$ cat src/rtl/uart_rx_os_if.sv
// uart_rx_os_if: byte-delivery port of the uart_rx_os receiver.
// The master side (the receiver) presents a byte with its parity and
// framing flags on a valid/ready handshake. Overrun is reported on the same bundle.
interface uart_rx_os_if;
  logic [7:0] rx_data;
  logic       rx_valid;
  logic       rx_ready;
  logic       parity_err;
  logic       frame_err;
  logic       overrun;

  modport master (
    output rx_data,
    output rx_valid,
    output parity_err,
    output frame_err,
    output overrun,
    input  rx_ready
  );

  modport slave (
    input  rx_data,
    input  rx_valid,
    input  parity_err,
    input  frame_err,
    input  overrun,
    output rx_ready
  );
endinterface

$ cat src/rtl/uart_rx_os.sv
// uart_rx_os: 16x-oversampling UART receiver (start, 8 data LSB first,
// parity, 1 stop). Bytes are held in a one-entry valid/ready output
// register. If a new frame completes while that register is still full,
// the new frame is dropped and the sticky overrun flag is set.
// Optional build macro UART_RX_MAJORITY_EN: each line sample is a 2-of-3
// vote over the ticks P-2, P-1 and P. Without the macro, the receiver
// takes a single sample at tick P.
module uart_rx_os #(
  parameter int CLK_FREQ   = 1000000,
  parameter int BAUD_RATE  = 9600,
  parameter int OVERSAMPLE = 16,
  parameter bit PARITY_ODD = 1'b1
) (
  input  logic          clk,
  input  logic          rst,
  input  logic          rx,
  output logic          busy,
  uart_rx_os_if.master  rx_if
);

  localparam int DIV_RAW = CLK_FREQ / (BAUD_RATE * OVERSAMPLE);
  localparam int DIV     = (DIV_RAW < 1) ? 1 : DIV_RAW;
  localparam int DIV_W   = (DIV > 1) ? $clog2(DIV) : 1;
  localparam int OS_W    = $clog2(OVERSAMPLE);

  localparam logic [DIV_W-1:0] DIV_LAST  = DIV_W'(DIV - 1);
  localparam logic [OS_W-1:0]  OS_LAST   = OS_W'(OVERSAMPLE - 1);
  localparam logic [OS_W-1:0]  START_MID = OS_W'(OVERSAMPLE / 2 - 1);

  typedef enum logic [2:0] {
    ST_IDLE   = 3'd0,
    ST_START  = 3'd1,
    ST_DATA   = 3'd2,
    ST_PARITY = 3'd3,
    ST_STOP   = 3'd4,
    ST_BRK    = 3'd5
  } state_t;

  // Expected parity bit for a data byte.
  function automatic logic parity_bit(input logic [7:0] d);
    logic p;
    if (PARITY_ODD) begin
      p = ~^d;
    end else begin
      p = ^d;
    end
    return p;
  endfunction

  logic              rx_meta_r;
  logic              rxs_r;
  logic [DIV_W-1:0]  div_cnt_r;
  logic [OS_W-1:0]   os_cnt_r;
  logic [2:0]        bit_cnt_r;
  logic [7:0]        shift_r;
  state_t            state_r;
  logic              perr_r;
  logic              ferr_r;
  logic              deliver_r;
  logic              busy_r;

  logic [7:0]        rx_data_r;
  logic              rx_valid_r;
  logic              parity_err_r;
  logic              frame_err_r;
  logic              overrun_r;

  logic              tick_s;
  logic [OS_W-1:0]   point_s;
  logic              mid_s;
  logic              sample_s;

  // Two-flop synchronizer for the asynchronous serial line; idles high.
  always_ff @(posedge clk or negedge rst) begin
    if (!rst) begin
      rx_meta_r <= 1'b1;
      rxs_r     <= 1'b1;
    end else begin
      rx_meta_r <= rx;
      rxs_r     <= rx_meta_r;
    end
  end

  // Tick strobe and the nominal sample point for the current state.
  always_comb begin
    tick_s  = (div_cnt_r == DIV_LAST);
    if (state_r == ST_START) begin
      point_s = START_MID;
    end else begin
      point_s = OS_LAST;
    end
    mid_s = tick_s && (os_cnt_r == point_s);
  end

`ifdef UART_RX_MAJORITY_EN
  // Two-of-three majority vote.
  function automatic logic maj3(input logic a, input logic b, input logic c);
    return (a & b) | (a & c) | (b & c);
  endfunction

  logic vote0_r;
  logic vote1_r;

  // Capture the two early votes at P-2 and P-1 ahead of each sample point.
  always_ff @(posedge clk or negedge rst) begin
    if (!rst) begin
      vote0_r <= 1'b1;
      vote1_r <= 1'b1;
    end else if (tick_s) begin
      if (os_cnt_r == (point_s - OS_W'(2))) begin
        vote0_r <= rxs_r;
      end
      if (os_cnt_r == (point_s - OS_W'(1))) begin
        vote1_r <= rxs_r;
      end
    end
  end

  // Voted line sample used by every state.
  always_comb begin
    sample_s = maj3(vote0_r, vote1_r, rxs_r);
  end
`else
  // Single line sample taken at the nominal point.
  always_comb begin
    sample_s = rxs_r;
  end
`endif

  // Receive FSM with tick divider, oversample and bit counters, and shifter.
  always_ff @(posedge clk or negedge rst) begin
    if (!rst) begin
      div_cnt_r <= {DIV_W{1'b0}};
      os_cnt_r  <= {OS_W{1'b0}};
      bit_cnt_r <= 3'd0;
      shift_r   <= 8'h00;
      state_r   <= ST_IDLE;
      perr_r    <= 1'b0;
      ferr_r    <= 1'b0;
      deliver_r <= 1'b0;
      busy_r    <= 1'b0;
    end else begin
      deliver_r <= 1'b0;

      if (tick_s) begin
        div_cnt_r <= {DIV_W{1'b0}};
        if (os_cnt_r == OS_LAST) begin
          os_cnt_r <= {OS_W{1'b0}};
        end else begin
          os_cnt_r <= os_cnt_r + OS_W'(1);
        end
      end else begin
        div_cnt_r <= div_cnt_r + DIV_W'(1);
      end

      case (state_r)
        ST_IDLE: begin
          if (!rxs_r) begin
            // Re-phase the bit timing to the detected falling edge.
            div_cnt_r <= {DIV_W{1'b0}};
            os_cnt_r  <= {OS_W{1'b0}};
            state_r   <= ST_START;
            busy_r    <= 1'b1;
          end
        end
        ST_START: begin
          if (mid_s) begin
            if (sample_s) begin
              // Line went back high: a glitch, not a start bit.
              state_r <= ST_IDLE;
              busy_r  <= 1'b0;
            end else begin
              os_cnt_r  <= {OS_W{1'b0}};
              bit_cnt_r <= 3'd0;
              state_r   <= ST_DATA;
            end
          end
        end
        ST_DATA: begin
          if (mid_s) begin
            shift_r <= {sample_s, shift_r[7:1]};
            if (bit_cnt_r == 3'd7) begin
              state_r <= ST_PARITY;
            end else begin
              bit_cnt_r <= bit_cnt_r + 3'd1;
            end
          end
        end
        ST_PARITY: begin
          if (mid_s) begin
            perr_r  <= sample_s ^ parity_bit(shift_r);
            state_r <= ST_STOP;
          end
        end
        ST_STOP: begin
          if (mid_s) begin
            ferr_r    <= ~sample_s;
            deliver_r <= 1'b1;
            if (sample_s) begin
              state_r <= ST_IDLE;
              busy_r  <= 1'b0;
            end else begin
              state_r <= ST_BRK;
            end
          end
        end
        ST_BRK: begin
          // A held-low line must rise before another start can be seen.
          if (rxs_r) begin
            state_r <= ST_IDLE;
            busy_r  <= 1'b0;
          end
        end
        default: begin
          state_r <= ST_IDLE;
          busy_r  <= 1'b0;
        end
      endcase
    end
  end

  // One-entry output register: deliver, drop with overrun, or consume.
  always_ff @(posedge clk or negedge rst) begin
    if (!rst) begin
      rx_data_r    <= 8'h00;
      rx_valid_r   <= 1'b0;
      parity_err_r <= 1'b0;
      frame_err_r  <= 1'b0;
      overrun_r    <= 1'b0;
    end else if (deliver_r) begin
      if (!rx_valid_r || rx_if.rx_ready) begin
        rx_data_r    <= shift_r;
        parity_err_r <= perr_r;
        frame_err_r  <= ferr_r;
        rx_valid_r   <= 1'b1;
      end else begin
        overrun_r <= 1'b1;
      end
    end else if (rx_valid_r && rx_if.rx_ready) begin
      rx_valid_r <= 1'b0;
      overrun_r  <= 1'b0;
    end
  end

  assign rx_if.rx_data    = rx_data_r;
  assign rx_if.rx_valid   = rx_valid_r;
  assign rx_if.parity_err = parity_err_r;
  assign rx_if.frame_err  = frame_err_r;
  assign rx_if.overrun    = overrun_r;
  assign busy             = busy_r;

endmodule

$ cat src/flat_wrapper.sv
// flat-port wrapper written by rule: the top's interface ports become plain ports
module uart_rx_os_flat 
#(
  parameter int CLK_FREQ   = 1000000,
  parameter int BAUD_RATE  = 9600,
  parameter int OVERSAMPLE = 16,
  parameter bit PARITY_ODD = 1'b1
)
  (clk, rst, rx, busy, rx_if_rx_data, rx_if_rx_valid, rx_if_parity_err, rx_if_frame_err, rx_if_overrun, rx_if_rx_ready);
  uart_rx_os_if rx_if_i ();
  input  logic clk;
  input  logic rst;
  input  logic rx;
  output logic busy;
  output wire logic [$bits(rx_if_i.rx_data)-1:0] rx_if_rx_data;
  output wire logic [$bits(rx_if_i.rx_valid)-1:0] rx_if_rx_valid;
  output wire logic [$bits(rx_if_i.parity_err)-1:0] rx_if_parity_err;
  output wire logic [$bits(rx_if_i.frame_err)-1:0] rx_if_frame_err;
  output wire logic [$bits(rx_if_i.overrun)-1:0] rx_if_overrun;
  input wire logic [$bits(rx_if_i.rx_ready)-1:0] rx_if_rx_ready;
  assign rx_if_rx_data = rx_if_i.rx_data;
  assign rx_if_rx_valid = rx_if_i.rx_valid;
  assign rx_if_parity_err = rx_if_i.parity_err;
  assign rx_if_frame_err = rx_if_i.frame_err;
  assign rx_if_overrun = rx_if_i.overrun;
  assign rx_if_i.rx_ready = rx_if_rx_ready;
  uart_rx_os #(.CLK_FREQ(CLK_FREQ), .BAUD_RATE(BAUD_RATE), .OVERSAMPLE(OVERSAMPLE), .PARITY_ODD(PARITY_ODD)) u_core (.clk(clk), .rst(rst), .rx(rx), .busy(busy), .rx_if(rx_if_i));
endmodule
$ cat config.mk
export PLATFORM = sky130hd
export DESIGN_NAME = uart_rx_os_flat
export DESIGN_NICKNAME = d
export VERILOG_FILES = /design/src/rtl/uart_rx_os_if.sv /design/src/rtl/uart_rx_os.sv /design/src/flat_wrapper.sv
export SDC_FILE = /design/constraint.sdc
export NUM_CORES = 1
export LEC_CHECK = 0
export ABC_CLOCK_PERIOD_IN_PS = 1900
export BUFFER_PORTS_ARGS = -buffer_cell sky130_fd_sc_hd__buf_4
export CORE_MARGIN = 4
export CORE_UTILIZATION = 40
export CTS_CLUSTER_DIAMETER = 200
export DETAILED_ROUTE_END_ITERATION = 16
export HOLD_SLACK_MARGIN = 0.05
export REMOVE_ABC_BUFFERS = 1
export SETUP_SLACK_MARGIN = 0.1
export SLEW_MARGIN = 30
export SYNTH_ARGS = -nofsm -noshare
export SYNTH_HDL_FRONTEND = slang
export SYNTH_SLANG_ARGS = --single-unit
$ cat constraint.sdc
create_clock -name clk -period 1.9 [get_ports clk]
set_input_delay 0.285 -clock clk [delete_from_list [all_inputs] [get_ports clk]]
set_output_delay 0.285 -clock clk [all_outputs]
set_load 0.02 [all_outputs]
==> results of run 1 <==
==> sequential cells by signal (all words and copies together) (netlist names) <==
signal,flops
u_core.deliver_r,1
u_core.busy,1
u_core.os_cnt_r,4
u_core.rx_if.parity_err,1
u_core.shift_r,8
u_core.rxs_r,1
u_core.perr_r,1
u_core.rx_if.frame_err,1
u_core.rx_if.rx_valid,1
u_core.rx_if.overrun,1
u_core.ferr_r,1
u_core.rx_if.rx_data,8
u_core.div_cnt_r,3
u_core.state_r,3
u_core.rx_meta_r,1
u_core.bit_cnt_r,3
==> kinds of logic (layout without fill, tap and decap cells) <==
family | Yosys count | in the layout | share of synthesized area [%]
and+or+nand+nor | 44 | 44 | 13.64
DFF | 39 | 39 | 54.69
buffers and inverters | 12 | 40 | 3.077
muxes | 21 | 21 | 13.01
AOI/OAI and AO/OA | 27 | 27 | 8.602
xor gates and xnor gates | 10 | 10 | 4.895
adders and majority gates | 3 | 3 | 2.098
==> cell type report <==
| cell class | instances | area, sq um | share of cell area (%) |
|---|---|---|---|
| timing repair buffer | 25 | 190.2 | 8.936 |
| multi-input combinational | 105 | 777.0 | 36.51 |
| clock inverter | 3 | 20.02 | 0.9406 |
| tap | 52 | 65.06 | 3.057 |
| clock buffer | 5 | 68.82 | 3.233 |
| inverter | 7 | 26.28 | 1.235 |
| sequential | 39 | 980.9 | 46.09 |
==> power by group through the flow <==
stage	Combinational [mW]	Sequential, mW	Clock [mW]
after floorplan	0.0174	0.861	0
after global placement	0.0473	0.862	0
after detailed placement	0.0486	0.862	0
after CTS	0.0503	0.846	0.572
after global routing	0.0571	0.847	0.597
final	0.0492	0.846	0.548
==> how the worst min path moves through the flow <==
stage | endpoint | cells after the start | from | slack, ns
after global placement | u_core.state_r[1]$_DFFE_PN0P_ | 1 | rst | 0.28
after CTS | u_core.rx_meta_r$_DFF_PN1_ | 1 | rx | 0.09
after global routing | u_core.rx_meta_r$_DFF_PN1_ | 1 | rx | 0.08
final | u_core.rx_meta_r$_DFF_PN1_ | 1 | rx | 0.1
after detailed placement | u_core.bit_cnt_r[0]$_DFFE_PN0P_ | 1 | rst | 0.29
after floorplan | u_core.bit_cnt_r[0]$_DFFE_PN0P_ | 0 | rst | -0.01
==> cell usage in the layout (no fill, tap or decap), types with 5 or more instances in the layout <==
master,synthesis,routed
nor2_1,11,11
a21oi_1,6,6
nor3_1,5,5
clkbuf_8,0,5
mux2_2,18,17
dfrtp_1,37,35
nand2_1,8,8
inv_1,7,7
buf_4,2,24
o21ai_0,12,12
xnor2_1,7,7
==> per-layer routing <==
layer	global-route usage, %	vias to the layer above
li1	-	596
met1	14.79	608
met2	20.60	19
met3	4.005	5
met4	6.126	0
met5	0	-
==> timing repair <==
| item | in CTS | in global routing |
|---|---|---|
| endpoints found under the hold margin | 37 | 0 |
| buffers inserted | 0 | 5 |
| pin swaps | 0 | 2 |
| hold buffers | 1 | 0 |
| resized for setup | 1 | 9 |
| setup endpoints to repair | 9 | 12 |
==> worst max-delay path: stages (launching register included) <==
cell	delay (ns)
dfrtp_1	0.40
and3b_2	0.29
nand2_2	0.07
or2_4	0.27
nor2_4	0.24
mux2_2	0.36
==> synth_stat cells (all sizes together) <==
| library cell | number | area share [%] |
|---|---|---|
| buf | 4 | 1.4 |
| a21o | 1 | 0.42 |
| o311ai | 1 | 0.49 |
| nand3 | 4 | 1.4 |
| a22o | 1 | 0.49 |
| dfstp | 2 | 2.9 |
| o22ai | 1 | 0.35 |
| mux2 | 18 | 11 |
| nor4 | 1 | 0.35 |
| and3b | 1 | 0.49 |
| nor3b | 2 | 1.1 |
| ha | 3 | 2.1 |
| nor2 | 12 | 2.9 |
| or2 | 2 | 0.84 |
| inv | 7 | 1.5 |
| nand2 | 9 | 2.0 |
| dfrtp | 37 | 52 |
| o21ai | 15 | 4.2 |
| nand2b | 2 | 0.70 |
| clkbuf | 1 | 0.21 |
| nor3 | 5 | 1.4 |
| nor2b | 2 | 0.70 |
| a311oi | 1 | 0.49 |
| and3 | 2 | 0.70 |
| o41ai | 1 | 0.49 |
| or3 | 2 | 0.98 |
| xor2 | 3 | 1.5 |
| xnor2 | 7 | 3.4 |
| mux2i | 3 | 1.7 |
| a21oi | 6 | 1.7 |
==> results.py, run 1 <==
metrics = {
    "run_status": {
        "status": "finished clean",
    },
    "layout": {
        "final_area_sq_um": 2128,
        "syn2layout_area_growth_pct": 18.95,
        "n_fill_cell": 395,
        "fin_nets": 190,
        "fin_util_pct": 48.88,
        "antenna_cells": 0,
        "fin_cells": 236,
        "drive_gt1_share_pct": 35.87,
    },
    "setup_path": {
        "required_ns": 2.08,
        "path_max_fanout": 8,
        "r2r_cells": 5,
        "worst-setup-path-type": "register to register",
        "regToRegEndpoint": "u_core.shift_r[6]$_DFFE_PN0P_",
        "r2r_slack_ns": 0.15,
        "startpoint": "u_core.div_cnt_r[1]$_DFF_PN0_",
        "timing.rr.start": "u_core.div_cnt_r[1]$_DFF_PN0_",
        "crit_path_end": "u_core.shift_r[6]$_DFFE_PN0P_",
        "startpoint_type": "register",
        "arrival_ns": 1.93,
        "end_kind": "register",
    },
    "route": {
        "ant_nets": 0,
        "via_count": 1228,
        "dr.max_layer_used": "met4",
        "drtIter0Drc": 56,
        "wl_met3_um": 140,
        "drc_errors": 0,
        "wl_met1_um": 1329,
        "wl_per_cell_um": 13.31,
        "routed_wl_um": 3140,
        "route.met2.wl_um": 1625,
        "firstDrtPassIters": 4,
        "drt-vias-per-instance": 5.203,
    },
    "clock_tree": {
        "cts_buffer_depth": 2,
        "root_buffer": "clkbuf_8",
        "cts_tree": "yes",
        "numCtsBuffers": 5,
        "worstSkewPairLatency_ns": 0.29,
        "h-tree-depth": 2,
        "clkSlewWorstSetupHoldPaths_ns": 0.07,
        "clock_sinks": 39,
    },
    "timing": {
        "skew_ns": 0.007233,
        "setup_slack_ns": 0.1478,
        "fin_crit_ns": 1.752,
        "rsz0062_at_grt": "yes",
        "setup_violations": 0,
        "slew_violations": 0,
        "fin_setup_tns_ns": 0,
        "holdWs_ns": 0.09796,
        "worst_slew_pin_slew_ns": 0.4885,
        "clock.fmax_mhz": 570.7,
        "hold_viol_final": 0,
        "slew_headroom_pct": 67.44,
        "period_share_pct": 92.22,
    },
    "power": {
        "power_mw": 1.443,
        "p_int_mw": 1.111,
        "p_sw_mw": 0.3315,
        "pwr-share-seq_pct": 58.6,
        "ir_worst_vdd_mv": 0.3083,
        "p_leak_nw": 0.9953,
        "p_comb_share_pct": 3.4,
        "switching_share_pct": 22.97,
        "powerDensity_nw_per_um2": 678.0,
        "clock_power_share_pct": 37.9,
    },
    "worst_hold_path": {
        "hold_path_class": "primary input to register",
    },
    "placed_design": {
        "port_buffers": 16,
        "dpl-instance-area_sq_um": 1968,
        "place_inst": 222,
        "gp_congestion": 0.8223,
        "hpwl_um": 2228,
        "place_ws_ns": 0.06759,
    },
    "die": {
        "die_y_um": 74.88,
        "dieWidth_um": 74.88,
        "io_pins": 17,
        "dieArea_sq_um": 5607,
        "core.rowCount": 24,
        "initial_core_util_pct": 41.09,
        "coreArea_sq_um": 4354,
    },
    "synth": {
        "yosys_warnings": 0,
        "netlist_instances": 156,
        "ys_seq_area_share_pct": 54.69,
        "ys_types": 38,
        "syn_area_per_cell_sq_um": 11.47,
        "ys_ff_latch": 39,
        "syn-cell-area_sq_um": 1789,
    },
    "global_routing": {
        "gr-usage-all-layers_pct": 12.55,
        "grt_overflow": 0,
        "grt_max_degree": 40,
        "first_global_vias": 1181,
        "grt_pass1_wl_um": 5237,
        "antenna_found_initial": 0,
    },
    "run": {
        "maxCapViolCount": 0,
    },
}
Power figures use the tool's default switching activity.
==> run 2, diff against run 1 <==
--- a/config.mk
+++ b/config.mk
@@ -5,7 +5,7 @@
 export SDC_FILE = /design/constraint.sdc
 export NUM_CORES = 1
 export LEC_CHECK = 0
-export ABC_CLOCK_PERIOD_IN_PS = 1900
+export ABC_CLOCK_PERIOD_IN_PS = 1600
 export BUFFER_PORTS_ARGS = -buffer_cell sky130_fd_sc_hd__buf_4
 export CORE_MARGIN = 4
 export CORE_UTILIZATION = 40
==> constraint.sdc (replaced) <==
create_clock -name clk -period 1.6 [get_ports clk]
set_input_delay 0.16 -clock clk [delete_from_list [all_inputs] [get_ports clk]]
set_output_delay 0.16 -clock clk [all_outputs]
set_load 0.02 [all_outputs]
==> results.py, run 2 (synthesis gave the netlist of run 1 again) <==
metrics = {
    "clock_tree": {
        "root_buffer": "clkbuf_8",
        "numCtsBuffers": 5,
        "worstSkewPairLatency_ns": 0.29,
        "clock_sinks": 39,
        "h-tree-depth": 2,
        "clkSlewWorstSetupHoldPaths_ns": 0.07,
        "cts_tree": "yes",
        "cts_buffer_depth": 2,
    },
    "route": {
        "firstDrtPassIters": 4,
        "drc_errors": 0,
        "ant_nets": 0,
        "drt-vias-per-instance": 5.153,
        "wl_per_cell_um": 13.93,
        "via_count": 1314,
        "routed_wl_um": 3553,
        "drtIter0Drc": 53,
    },
    "layout": {
        "n_fill_cell": 353,
        "final_area_sq_um": 2419,
        "drive_gt1_share_pct": 46.80,
        "fin_nets": 210,
        "antenna_cells": 0,
        "layout_commonest_cell": "buf_4",
        "syn2layout_area_growth_pct": 35.17,
        "final_cell_mix": "buf_4, dfrtp_1, nor2_1, mux2_2, mux2_4",
    },
    "run": {
        "maxCapViolCount": 0,
    },
    "power": {
        "power_mw": 1.740,
        "powerDensity_nw_per_um2": 719.6,
        "p_leak_nw": 1.130,
        "ir_worst_vdd_mv": 0.5360,
    },
    "setup_path": {
        "r2r_slack_ns": -0.05,
        "regToRegEndpoint": "u_core.shift_r[5]$_DFFE_PN0P_",
        "arrival_ns": 1.82,
        "startpoint_type": "register",
        "startpoint": "u_core.div_cnt_r[1]$_DFF_PN0_",
        "end_kind": "register",
        "required_ns": 1.77,
        "r2r_cells": 6,
        "path_max_fanout": 8,
        "timing.rr.start": "u_core.div_cnt_r[1]$_DFF_PN0_",
        "worst-setup-path-type": "register to register",
        "crit_path_end": "u_core.shift_r[5]$_DFFE_PN0P_",
    },
    "timing": {
        "hold_viol_final": 0,
        "holdWs_ns": 0.08080,
        "rsz0062_at_grt": "yes",
        "clock.fmax_mhz": 604.3,
        "skew_ns": 0.007215,
        "setup_slack_ns": -0.05478,
        "period_share_pct": 103.4,
        "slew_headroom_pct": 67.41,
        "slew_violations": 0,
        "fin_crit_ns": 1.655,
        "worst_slew_pin_slew_ns": 0.4876,
        "setup_violations": 13,
    },
    "global_routing": {
        "first_global_vias": 1294,
        "grt_overflow": 0,
        "grt_max_degree": 40,
        "antenna_found_initial": 0,
        "grt_pass1_wl_um": 5568,
        "gr-usage-all-layers_pct": 13.09,
    },
    "die": {
        "core.rowCount": 24,
        "io_pins": 17,
        "dieArea_sq_um": 5607,
        "dieWidth_um": 74.88,
        "initial_core_util_pct": 41.09,
        "coreArea_sq_um": 4354,
        "die_y_um": 74.88,
    },
    "placed_design": {
        "port_buffers": 16,
        "gp_congestion": 0.8708,
        "dpl-instance-area_sq_um": 2088,
        "hpwl_um": 2373,
    },
    "worst_hold_path": {
        "hold_path_class": "primary input to register",
    },
    "run_status": {
        "violations": "setup timing",
        "status": "finished, violations left",
    },
}
run 2: changes by cell type in the layout (fill, tap and decap cells not counted), sizes merged:
cell	previous run	this run
clkbuf	5	6
dlygate4sd3	1	2
buf	24	43
clkinvlp	2	0
run 2: worst min-delay path by stage:
stage                         startpoint                                to  slack [ns]  cells after the start
after floorplan                      rst   u_core.bit_cnt_r[0]$_DFFE_PN0P_       -0.14                      0
after detailed placement             rst           u_core.busy$_DFFE_PN0P_        0.16                      1
after CTS                 rx_if_rx_ready  u_core.rx_if.overrun$_DFFE_PN0P_        0.07                      2
after global placement               rst           u_core.busy$_DFFE_PN0P_        0.15                      1
after global routing      rx_if_rx_ready  u_core.rx_if.overrun$_DFFE_PN0P_        0.09                      2
final                     rx_if_rx_ready  u_core.rx_if.overrun$_DFFE_PN0P_        0.08                      2
run 2: layout make-up:
| class | count | area [sq um] | area share, % |
|---|---|---|---|
| clock buffers | 6 | 82.58 | 3.414 |
| clock inverters | 1 | 5.005 | 0.2069 |
| inverters | 7 | 26.28 | 1.086 |
| multi-input cells | 105 | 898.4 | 37.14 |
| flip-flops and latches | 39 | 978.4 | 40.46 |
| well taps | 52 | 65.06 | 2.690 |
| repair buffers | 45 | 362.8 | 15.00 |
run 2: where the power goes:
part           switching (mW)  internal (mW)  leakage, nW
Sequential            0.00966          0.995        0.527
Clock                   0.319          0.338       0.0470
Combinational          0.0444         0.0351        0.557
Total                   0.373           1.37         1.13
run 2: timing repair:
| action | in CTS | in global routing |
|---|---|---|
| hold buffers | 2 | 0 |
| pin swaps | 3 | 7 |
| endpoints found under the setup margin | 16 | 18 |
| buffers inserted | 5 | 3 |
| resized for setup | 17 | 23 |
| hold endpoints to repair | 38 | 0 |
run 2: layer usage:
metal  up-vias  share of wire, %  track usage (%)
met5         -                 0                0
met4         0               2.1            6.522
met3        11               3.8            3.605
met2        20                50            22.15
met1       651                44            15.18
li1        632                 -                -
run 2: per-stage QoR:
stage / setup slack [ns] / cells / TNS, ns / util [%]
floorplan: -0.09161 / 151 / -0.7832 / -
global placement: -0.1135 / 238 / -0.9608 / 47.96
detailed placement: -0.1346 / 238 / -1.334 / 47.96
CTS: -0.06044 / 252 / -0.5727 / 52.93
global route: -0.1239 / 255 / -1.396 / 55.55
finish: -0.05478 / 255 / -0.4993 / 55.55
run 2: critical path: stages (launching register included):
cell,delay [ns]
dfrtp_1,0.37
and3b_2,0.26
nand2_2,0.06
or2_4,0.28
nor2_4,0.11
buf_12,0.14
mux2_4,0.30
==> run 3, diff against run 2 <==
--- a/config.mk
+++ b/config.mk
@@ -8,10 +8,10 @@
 export ABC_CLOCK_PERIOD_IN_PS = 1600
 export BUFFER_PORTS_ARGS = -buffer_cell sky130_fd_sc_hd__buf_4
 export CORE_MARGIN = 4
-export CORE_UTILIZATION = 40
+export CORE_UTILIZATION = 31
 export CTS_CLUSTER_DIAMETER = 200
 export DETAILED_ROUTE_END_ITERATION = 16
-export HOLD_SLACK_MARGIN = 0.05
+export HOLD_SLACK_MARGIN = 0.08
 export REMOVE_ABC_BUFFERS = 1
 export SETUP_SLACK_MARGIN = 0.1
 export SLEW_MARGIN = 30
==> results.py, run 3 (synthesis gave the netlist of run 1 again) <==
metrics = {
    "layout": {
        "multi_input_area_sq_um": 882.1,
        "syn2layout_area_growth_pct": 35.10,
        "regArea_sq_um": 978.4,
        "fin_util_pct": 43.63,
        "antenna_cells": 0,
        "layout_commonest_cell": "dfrtp_1",
        "fin_cells": 271,
        "n_fill_cell": 532,
        "fin_nets": 205,
        "final_cell_mix": "dfrtp_1, buf_4, nor2_1, mux2_2",
        "drive_gt1_share_pct": 44.72,
    },
    "timing": {
        "setup_violations": 11,
        "fin_crit_ns": 1.644,
        "slew_violations": 0,
        "hold_viol_final": 0,
        "worst_slew_pin_slew_ns": 0.4996,
        "period_share_pct": 102.8,
        "slew_headroom_pct": 66.70,
        "clock.fmax_mhz": 608.1,
        "rsz0062_at_grt": "yes",
        "skew_ns": 0.003737,
        "setup_slack_ns": -0.04443,
    },
    "die": {
        "die_y_um": 83.97,
        "dieArea_sq_um": 7051,
        "coreArea_sq_um": 5540,
        "core.rowCount": 27,
        "initial_core_util_pct": 32.29,
        "io_pins": 17,
        "dieWidth_um": 83.97,
    },
    "clock_tree": {
        "numCtsBuffers": 5,
        "clock_sinks": 39,
        "worstSkewPairLatency_ns": 0.28,
        "h-tree-depth": 2,
        "clkSlewWorstSetupHoldPaths_ns": 0.08,
        "cts_buffer_depth": 2,
        "root_buffer": "clkbuf_8",
        "cts_tree": "yes",
    },
    "power": {
        "power_mw": 1.901,
        "p_leak_nw": 1.109,
        "ir_worst_vdd_mv": 0.6023,
        "powerDensity_nw_per_um2": 786.4,
    },
    "global_routing": {
        "first_global_vias": 1363,
        "grt_pass1_wl_um": 6106,
        "use_met1_pct": 13.40,
        "antenna_found_initial": 0,
        "grt_max_degree": 40,
        "gr-usage-met2_pct": 17.35,
        "use_met3_pct": 2.962,
        "grt_overflow": 0,
        "gr-usage-all-layers_pct": 10.39,
        "gr-max-usage-layer": "met2",
    },
    "placed_design": {
        "gp_congestion": 0.8055,
        "hpwl_um": 2263,
        "port_buffers": 16,
        "place_inst": 255,
    },
    "route": {
        "drc_errors": 0,
        "drtIter0Drc": 85,
        "firstDrtPassIters": 4,
        "drt-vias-per-instance": 4.731,
        "routed_wl_um": 3499,
        "wl_per_cell_um": 12.91,
        "via_count": 1282,
        "ant_nets": 0,
    },
    "setup_path": {
        "arrival_ns": 1.86,
        "cp_cell_sequence": "ha_2, ha_4, nor3b_2, a21o_1, nand2_2, or3_4, o21ai_2",
        "path_max_fanout": 3,
        "crit_family": "simple AND/OR/NAND/NOR gates",
        "r2r_cells": 7,
        "required_ns": 1.82,
        "path_buf_inv": 0,
        "startpoint": "u_core.bit_cnt_r[1]$_DFFE_PN0P_",
        "startpoint_type": "register",
        "cp.depth": 7,
        "worst-setup-path-type": "register to register",
        "timing.rr.start": "u_core.bit_cnt_r[1]$_DFFE_PN0P_",
        "r2r_slack_ns": -0.04,
        "crit_path_end": "u_core.bit_cnt_r[1]$_DFFE_PN0P_",
        "cpMaxStageDelayCell": "or3_4",
        "regToRegEndpoint": "u_core.bit_cnt_r[1]$_DFFE_PN0P_",
        "end_kind": "register",
        "max_stage_delay_ns": 0.40,
    },
    "worst_hold_path": {
        "hold_path_class": "primary input to register",
    },
    "run": {
        "maxCapViolCount": 0,
    },
    "run_status": {
        "status": "finished, violations left",
        "violations": "setup timing",
    },
}
-- run 3: changes by cell type in the layout (fill, tap and decap cells not counted), sizes merged --
cell / previous run / this run
dlygate4sd3: 2 / 3
bufinv: 0 / 1
buf: 43 / 37
clkinv: 1 / 2
clkbuf: 6 / 5
-- run 3: layout make-up --
class,count,share of cell area [%]
Multi-Input combinational cell,105,36.49
Inverter,7,1.087
Tap cell,72,3.727
Clock buffer,5,2.847
Timing Repair Buffer,40,13.56
Clock inverter,3,1.812
Sequential cell,39,40.48
-- run 3: worst reg2reg max path: cells and delay by family (launching register included) --
family	cells	cell delay [ns]
simple gates	3	0.61
flops	1	0.39
fa+ha+maj	2	0.36
compound gates	2	0.23
-- run 3: what timing repair did --
action,CTS,global route
hold endpoints to repair,39,0
endpoints found under the setup margin,18,19
pin swaps,8,6
gates resized for setup,27,9
hold buffers,3,0
setup buffers,5,0
-- run 3: report_power, final --
part,internal [mW],switching [mW],leakage (nW)
Clock,0.464,0.354,0.0581
Combinational,0.0352,0.0435,0.524
Sequential,0.994,0.0100,0.527
-- run 3: worst min-delay path by stage --
stage                         from                                 to  cells after the start
global placement               rst      u_core.state_r[0]$_DFFE_PN0P_                      1
floorplan                      rst    u_core.bit_cnt_r[0]$_DFFE_PN0P_                      0
CTS                 rx_if_rx_ready  u_core.rx_if.rx_valid$_DFFE_PN0P_                      3
finish              rx_if_rx_ready  u_core.rx_if.rx_valid$_DFFE_PN0P_                      3
detailed placement             rst            u_core.busy$_DFFE_PN0P_                      1
global route        rx_if_rx_ready  u_core.rx_if.rx_valid$_DFFE_PN0P_                      3
-- run 3: metrics by stage --
step / hold WS (ns) / setup TNS (ns) / instance area, sq um / worst slack, ns
final: 0.1740 / -0.3666 / 2417 / -0.04443
after global routing: 0.1613 / -1.291 / 2417 / -0.1193
after CTS: 0.1630 / -0.3000 / 2384 / -0.03626
after global placement: 0.1654 / -0.8722 / 2091 / -0.09382
after detailed placement: 0.1714 / -1.074 / 2091 / -0.09457
after floorplan: -0.1356 / -0.7832 / 1760 / -0.09161
-- run 3: metal layers --
layer  vias to the layer above  wire [um]
met3                         0        123
met2                        16       1681
li1                        628          -
met4                         0          0
met1                       638       1694
met5                         -          0
